===== src/rtl/moo_core_seq.sv =====
// moo_core_seq: iterative rotate/XOR block cipher core.
// Round keys are expanded one per cycle, and one round is processed per cycle.
module moo_core_seq #(
   parameter int BLOCK_W = 32,
   parameter int ROUNDS  = 4
) (
   input  logic               clk,
   input  logic               rst,
   input  logic               keygen,
   input  logic               encrypt,
   input  logic               decrypt,
   input  logic [BLOCK_W-1:0] key_in,
   input  logic [BLOCK_W-1:0] din,
   input  logic               din_valid,
   output logic               core_ready,
   output logic               core_done,
   output logic [BLOCK_W-1:0] dout,
   output logic               err
);
   localparam int IW = $clog2(ROUNDS);
   localparam logic [IW-1:0] LAST = IW'(ROUNDS - 1);
   typedef enum logic [4:0] {
      IDLE   = 5'b00001,
      KEYEXP = 5'b00010,
      READY  = 5'b00100,
      BUSY   = 5'b01000,
      DONE   = 5'b10000
   } state_t;
   state_t state, nxt;
   logic [BLOCK_W-1:0] rk [ROUNDS];
   logic [BLOCK_W-1:0] s, k, t, p, s_nxt, rk_nxt;
   logic [IW-1:0] idx, rnd;
   logic keygen_q, kg_arm, kg_rise, dir, acc, bad;

   // kg_arm stays low until keygen has been seen low, so a level held through reset cannot trigger
   assign kg_rise    = keygen & ~keygen_q & kg_arm;
   assign core_ready = state == READY;
   assign core_done  = state == DONE;

   always_comb begin
      p      = rk[idx - IW'(1)];
      rk_nxt = {p[BLOCK_W-4:0], p[BLOCK_W-1:BLOCK_W-3]} ^ BLOCK_W'(idx);
      k      = rk[dir ? LAST - rnd : rnd];
      t      = s ^ k;
      s_nxt  = dir ? {s[0], s[BLOCK_W-1:1]} ^ k : {t[BLOCK_W-2:0], t[BLOCK_W-1]};
   end

   always_comb begin
      nxt = state;
      acc = 1'b0;
      bad = 1'b0;
      if (kg_rise) nxt = KEYEXP;
      else case (state)
         KEYEXP:  nxt = idx == LAST ? READY : KEYEXP;
         READY: if (din_valid) begin
            acc = encrypt ^ decrypt;
            bad = ~acc;
            nxt = acc ? BUSY : READY;
         end
         BUSY:    nxt = rnd == LAST ? DONE : BUSY;
         DONE:    nxt = READY;
         default: nxt = state;
      endcase
   end

   always_ff @(posedge clk) begin
      if (rst) state <= IDLE;
      else     state <= nxt;
   end

   always_ff @(posedge clk) begin
      if (rst) begin
         keygen_q <= 1'b0;
         kg_arm   <= ~keygen;
         idx      <= '0;
         rnd      <= '0;
         s        <= '0;
         dir      <= 1'b0;
         dout     <= '0;
         err      <= 1'b0;
         for (int i = 0; i < ROUNDS; i++) rk[i] <= '0;
      end else begin
         keygen_q <= keygen;
         kg_arm   <= kg_arm | ~keygen;
         err      <= bad;
         if (kg_rise) begin
            rk[0] <= key_in;
            idx   <= IW'(1);
         end else if (state == KEYEXP) begin
            rk[idx] <= rk_nxt;
            idx     <= idx + IW'(1);
         end
         if (acc) begin
            s   <= din;
            dir <= decrypt;
            rnd <= '0;
         end else if (state == BUSY) begin
            s   <= s_nxt;
            rnd <= rnd + IW'(1);
            if (rnd == LAST) dout <= s_nxt;
         end
      end
   end
endmodule


===== config.mk =====
export PLATFORM = sky130hd
export DESIGN_NAME = moo_core_seq
export DESIGN_NICKNAME = d
export VERILOG_FILES = /design/src/rtl/moo_core_seq.sv
export SDC_FILE = /design/constraint.sdc
export NUM_CORES = 1
export LEC_CHECK = 0
export CELL_PAD_IN_SITES_DETAIL_PLACEMENT = 1
export CELL_PAD_IN_SITES_GLOBAL_PLACEMENT = 2
export CORE_UTILIZATION = 40
export CTS_BUF_LIST = sky130_fd_sc_hd__clkbuf_8
export DETAILED_ROUTE_END_ITERATION = 8
export GPL_TIMING_DRIVEN = 0
export HOLD_SLACK_MARGIN = 0.08
export MAX_ROUTING_LAYER = met4
export PLACE_DENSITY_LB_ADDON = 0.1
export RECOVER_POWER = 25
export SETUP_SLACK_MARGIN = 0.2
export SLEW_MARGIN = 20
export SYNTH_ARGS = -nofsm -noshare
export SYNTH_HDL_FRONTEND = slang
export SYNTH_SLANG_ARGS = --single-unit

===== constraint.sdc =====
create_clock -name clk -period 3.3 [get_ports clk]
set_input_delay 0.495 -clock clk [delete_from_list [all_inputs] [get_ports clk]]
set_output_delay 0.495 -clock clk [all_outputs]
set_load 0.005 [all_outputs]

==> out/summary.txt, run 1 <==
Status = finished clean
Core area = 31,600 µm²
Via count of the routed design = 11,000
Post-CTS Resized = 0
Slew margin rel. = 0.388
Setup crit start = keygen
Vias in the first global route = 11,500
Remaining global-route overflow = 0
Reg power frac = 0.482
Post-Syn Area per Cell = 10.5 µm²
Net Sw Frac = 0.272
Top FF cell, synth = edfxtp_1
Drt total wl = 46,600 µm
Max Fclk = 333 MHz
FF-to-FF Start = idx[1]
Maximum buffer depth of the clock tree = 3
PD cells = 395 nW/µm²
Crit path to = rk[0][18]
Final Cell Area = 15,100 µm²
Setup crit start kind = input port
Skew final = 0.0308 ns
#FFs+latches synth = 205
Antenna viol nets, final = 0
Die width = 181 µm
Largest net degree at the start of global routing = 33
Area Growth Syn to Fin = 18.0%
Tmin final = 3.01 ns
Antenna cells = 0
Share of cells above drive strength 1 = 0.171
Port bufs = 103
Clock sinks = 205
Worst skew pair latency = 0.56 ns
Pre-Repair DR Iteration Count = 5
Crit Path Class = in -> reg
Final Power = 5.98 mW
Synth warn = 0
First-pass GRT wire length = 70,100 µm
Die Height = 181 µm
Period utilisation layout = 0.911
Iter 0 DRT Violations = 1,013
Gate power share = 0.119
Final setup viols = 0
Worst-path clk slew = 0.06 ns
Die footprint = 32,800 µm²
Syn Nets = 1,287
Peak VDD IR = 0.266 mV
Post-synth EDFFs = 128
# IOs = 105
Post-synthesis sequential area ratio = 0.420
Clk root buf = clkbuf_8
Nets = 1,434
Post-CTS setup buffer count = 0
GRT Util Overall = 0.294
Fin. max-slew vios = 0
CP max FO = 19
Initial core utilization = 0.406
Switching power = 1.62 mW
Number of library cell types mapped by synthesis = 52
DR DRC count = 0
Internal = 4.35 mW
R2R Setup Slk = 0.30 ns
FF-to-FF path depth = 7
Dpl cell area = 14,400 µm²
Asr flop ratio synth = 0
Worst EP arrival = 3.24 ns
LEAKAGE = 5.02 nW
Dpl cells = 1,723
Final setup TNS = 0 ns
H-tree depth = 2
Max cap viols = 0
Critical Path RT = 3.54 ns
Rows = 65
Routability cong. = 0.858
CTS buffer count = 39
Clock power frac = 0.400
RSZ-0062 raised after global routing = false
Cell Area, Synth = 12,800 µm²
HPWL Detailed = 33,100 µm
Drt wl/cell = 26.0 µm
Post-DR vias/cell = 6.15
Syn Inst Count = 1,215
Slew @ Worst Pin = 0.917 ns
Final Non-Filler Cells = 1,791
Fin. Hold Viols = 0
CTS tree = done
Hold-fix buffers, CTS = 0
Crit path capture type = flop
Antenna violations before repair = 0
Hold WC Path Type = reg -> reg
Reg2Reg Capture Point = rk[0][11]
worst min path at each step:
stage                         from       end  slack (ns)  cells past startpoint
final                      dout[6]   dout[6]        0.46                      2
after global routing      dout[28]  dout[28]        0.48                      2
after detailed placement  dout[19]  dout[19]        0.45                      2
after CTS                 dout[19]  dout[19]        0.47                      2
after floorplan             kg_arm    kg_arm        0.45                      2
after global placement     dout[7]   dout[7]        0.45                      2
synthesized netlist by cell type (9+ instances only):
cell,number,area share
inv_1,36,0.011
clkbuf_1,68,0.020
nand2b_1,70,0.034
buf_2,30,0.012
a22oi_1,31,0.018
o211ai_1,33,0.019
nor2_1,103,0.030
mux4_2,64,0.11
nand2_1,104,0.030
xnor2_1,67,0.046
a21o_1,33,0.019
and4bb_2,23,0.022
o221ai_1,64,0.044
nor4bb_1,9,0.0070
nand4b_1,33,0.023
edfxtp_1,128,0.30
a31oi_1,34,0.017
nand4_1,24,0.012
buf_6,17,0.015
dfxtp_1,77,0.12
or2_4,30,0.021
nand3_1,69,0.027
nand4_2,9,0.0088
stage by stage:
step	util	setup WS [ns]	hold WS (ns)
floorplan	-	0.746	0.454
global placement	0.455	-1.09	0.452
detailed placement	0.457	-0.0190	0.452
CTS	0.480	0.229	0.472
global route	0.479	0.144	0.481
finish	0.479	0.293	0.462
state kept, by name, summed over array words and instances, names as in the netlist:
name,flops
rk,128
dout,32
s,32
state,5
idx,2
rnd,2
dir,1
err,1
keygen_q,1
kg_arm,1
worst max-delay path, stage by stage:
cell and delay, ns:
dlygate4sd3_1 0.58, and3b_1 0.18, buf_2 0.29, clkbuf_1 0.59
or3_1 0.81, buf_12 0.28
final cells by class:
class                      instances  area [µm²]
clock inverter                    23        92.6
multi-input combinational        846        6620
clock buffer                      45         619
fill                            3524       16400
tap                              402         503
sequential                       205        5390
inverter                          37         139
buffer                           127         668
timing repair buffer             106        1090
layer usage:
metal | vias up | wire length, µm | GRT usage
li1 | 4880 | - | -
met1 | 5616 | 20000 | 0.376
met2 | 430 | 22000 | 0.469
met3 | 92 | 3160 | 0.0496
met4 | 0 | 1450 | 0.103
met5 | - | 0 | -
cells by family after synthesis:
family / synth area share
compound gates: 0.126
xor+xnor: 0.0478
fa+ha+maj: 0.00195
buf+inv: 0.0631
flops: 0.420
mux: 0.113
simple gates: 0.228
placed cells by master (no fill, tap or decap), types with 34 or more instances in the layout:
| cell | count |
|---|---|
| a31oi_1 | 34 |
| clkbuf_1 | 73 |
| clkbuf_8 | 45 |
| clkdlybuf4s50_1 | 69 |
| dfxtp_1 | 77 |
| dlygate4sd3_1 | 34 |
| edfxtp_1 | 128 |
| inv_1 | 46 |
| mux4_2 | 64 |
| nand2_1 | 104 |
| nand2b_1 | 68 |
| nand3_1 | 69 |
| nor2_1 | 103 |
| o221ai_1 | 64 |
| xnor2_1 | 67 |
power groups by stage:
| stage | Combinational, mW | Clock (mW) | Sequential (mW) |
|---|---|---|---|
| 2_1_floorplan | 0.423 | 0 | 2.91 |
| 3_3_place_gp | 0.690 | 0 | 2.93 |
| 3_5_place_dp | 0.708 | 0 | 2.93 |
| 4_1_cts | 0.713 | 2.43 | 2.88 |
| 5_1_grt | 0.758 | 2.51 | 2.89 |
| 6_report | 0.709 | 2.39 | 2.88 |
Power figures use the tool's default switching activity.
==> inputs of run 2 (changes only) <==
Settings changed: ABC_CLOCK_PERIOD_IN_PS set to 3300, CORE_ASPECT_RATIO set to 1.4, PLACE_DENSITY_LB_ADDON 0.1 to 0.25.
==> run 2 against run 1 <==
Effect of this change: non-clock buffer count is 2 higher; clock power is 2% higher; combinational power hardly changed; global-route usage is 0.53 points higher; final cell count is 0.67% lower; maximum frequency is 0.45% higher; sequential share of layout area hardly changed; setup slack better by 0.014 ns; utilization is 0.12 points lower; clock-buffer cell count is 4 lower; wire length is 0.79% higher; register-to-register slack better by 0.03 ns.
==> out/summary.txt, run 2 (synthesis results as in run 1) <==
Status = finished clean
Final setup viols = 0 (unchanged)
Pre-Repair DR Iteration Count = 5 (unchanged)
Drt total wl = 47,000 µm (+0.79%)
# IOs = 105 (unchanged)
Dpl cells = 1,716 (-0.41%)
Worst-path clk slew = 0.06 ns (about the same)
CP max FO = 10 (-9)
GRT met2 Usage = 0.532 (+0.0627)
Family with the most delay on the worst path = buffers and inverters
Net Sw Frac = 0.267 (-0.00455)
Clock power frac = 0.404 (+0.004)
Internal = 4.41 mW (+1.3%)
Maximum buffer depth of the clock tree = 3 (unchanged)
Largest Register = rk
Max cap viols = 0 (unchanged)
Via count of the routed design = 11,000 (-0.26%)
First-pass GRT wire length = 70,200 µm (+0.21%)
Worst EP arrival = 2.50 ns (-0.74 ns)
Antenna cells = 0 (unchanged)
Iter 0 DRT Violations = 756 (-25%)
Crit path capture type = output pin
Core area = 31,600 µm² (+0.14%)
Period utilisation layout = 0.907 (-0.00411)
Die width = 153 µm (-15%)
Die footprint = 32,800 µm² (about the same)
Max reg flops = 128 (unchanged)
Setup crit start kind = flop
Gate power share = 0.118 (about the same)
Max Fclk = 334 MHz (+0.45%)
WP buf/inv = 4 (unchanged)
HPWL Detailed = 33,500 µm (+1.2%)
RSZ-0062 raised after global routing = false
Skew final = 0.0194 ns (-0.0114 ns)
Antenna violations before repair = 0 (unchanged)
LEAKAGE = 5.01 nW (-0.16%)
Port bufs = 103 (unchanged)
Switching power = 1.61 mW (-1.0%)
CP cell instances = clkbuf_1 -> nand2b_1 -> or4_4 -> clkinvlp_4 -> buf_4 -> clkdlybuf4s50_1
Critical Path RT = 2.80 ns (-0.74 ns)
Initial core utilization = 0.405 (-0.000579)
H-tree depth = 2 (unchanged)
Share of cells above drive strength 1 = 0.169 (-0.00155)
Die Height = 214 µm (+18%)
CTS buffer count = 36 (-7.7%)
Peak VDD IR = 0.294 mV (+10%)
DR DRC count = 0 (unchanged)
M3 GR Usage = 0.0392 (-0.0104)
Most used routing layer = met2
Routability cong. = 0.853 (-0.56%)
GRT Util Overall = 0.299 (+0.00525)
Reg power frac = 0.478 (-0.004)
Nets = 1,433 (-0.070%)
Clock sinks = 205 (unchanged)
Crit Path Class = reg -> out
Rows = 77 (+18%)
Slew margin rel. = 0.179 (-0.210)
PD cells = 398 nW/µm² (+0.78%)
Layout filler cell count = 3,535 (+0.31%)
Final setup TNS = 0 ns (unchanged)
Largest net degree at the start of global routing = 33 (unchanged)
Remaining global-route overflow = 0 (unchanged)
Vias in the first global route = 11,600 (+0.34%)
Fin. max-slew vios = 0 (unchanged)
Commonest cells after routing, fill and taps aside = edfxtp_1 (128), nand2_1 (104), nor2_1 (103), dfxtp_1 (77), clkbuf_1 (72)
Slew @ Worst Pin = 1.23 ns (+0.315 ns)
CP peak stage delay = 0.51 ns (-0.30 ns)
Tmin final = 2.99 ns (-0.0136 ns)
Met1 Use GR = 0.336 (-0.0408)
Hold WC Path Type = reg -> reg
Area Growth Syn to Fin = 17.8%
Post-DR vias/cell = 6.18 (+0.41%)
Drt wl/cell = 26.4 µm (+1.5%)
Antenna viol nets, final = 0 (unchanged)
Final Non-Filler Cells = 1,779 (-0.67%)
CTS tree = done
CP max stage cell = clkdlybuf4s50_1
Worst skew pair latency = 0.58 ns (+0.02 ns)
Most common cell after layout, fill and taps aside = edfxtp_1
Biggest regs = rk x128, dout x32, s x32
Clk root buf = clkbuf_8
Fin. Hold Viols = 0 (unchanged)
run 2: what timing repair did:
item | CTS | global route
hold buffers | 0 | 0
buffers inserted | 0 | 2
endpoints found under the setup margin | 1 | 1
resized for setup | 1 | 1
run 2: worst register-to-register path, cell delays in order, from the launching register on:
cell and delay, ns:
dfxtp_1 0.29, clkbuf_1 0.18, or3_1 0.45, or2_0 0.30, nor3_1 0.21, or3_1 0.98, buf_16 0.25
run 2: layout make-up:
| type | instances | area [µm²] | share of cell area |
|---|---|---|---|
| clock inverter | 20 | 140 | 0.00928 |
| sequential | 205 | 5390 | 0.357 |
| buffer | 127 | 668 | 0.0442 |
| inverter | 37 | 143 | 0.00945 |
| timing repair buffer | 108 | 1110 | 0.0734 |
| multi-input combinational | 846 | 6600 | 0.437 |
| clock buffer | 41 | 564 | 0.0374 |
| tap | 395 | 494 | 0.0327 |
run 2: metrics by stage:
stage	utilization	cell area, µm²	power, mW	setup slack (ns)	hold WS [ns]
6_report	0.478	15100	6.02	0.307	0.462
5_1_grt	0.478	15100	6.19	0.165	0.484
4_1_cts	0.479	15100	6.05	0.256	0.472
3_5_place_dp	0.457	14400	3.64	0.0777	0.453
3_3_place_gp	0.454	14300	3.62	-0.916	0.451
2_1_floorplan	-	12800	3.33	0.746	0.454
run 2: layer usage:
| layer | routed length (µm) | vias to the layer above |
|---|---|---|
| met5 | 0 | - |
| met1 | 18500 | 5570 |
| li1 | - | 4871 |
| met3 | 2500 | 128 |
| met4 | 1740 | 0 |
| met2 | 24200 | 420 |
run 2: path summary, 6_finish.rpt:
kind | startpoint | end | slack (ns) | cells past startpoint
worst min register to register | dout[27] | dout[27] | 0.46 | 2
worst max-delay path | state[2] | core_ready | 0.31 | 6
worst min-delay path | dout[27] | dout[27] | 0.46 | 2
worst max register to register | state[2] | rk[0][23] | 0.33 | 6
run 2: power groups by stage:
stage	Clock [mW]	Combinational, mW	Sequential (mW)
after floorplan	0	0.423	2.91
after global placement	0	0.689	2.93
after detailed placement	0	0.708	2.93
after CTS	2.46	0.715	2.88
after global routing	2.55	0.749	2.89
final	2.43	0.707	2.88
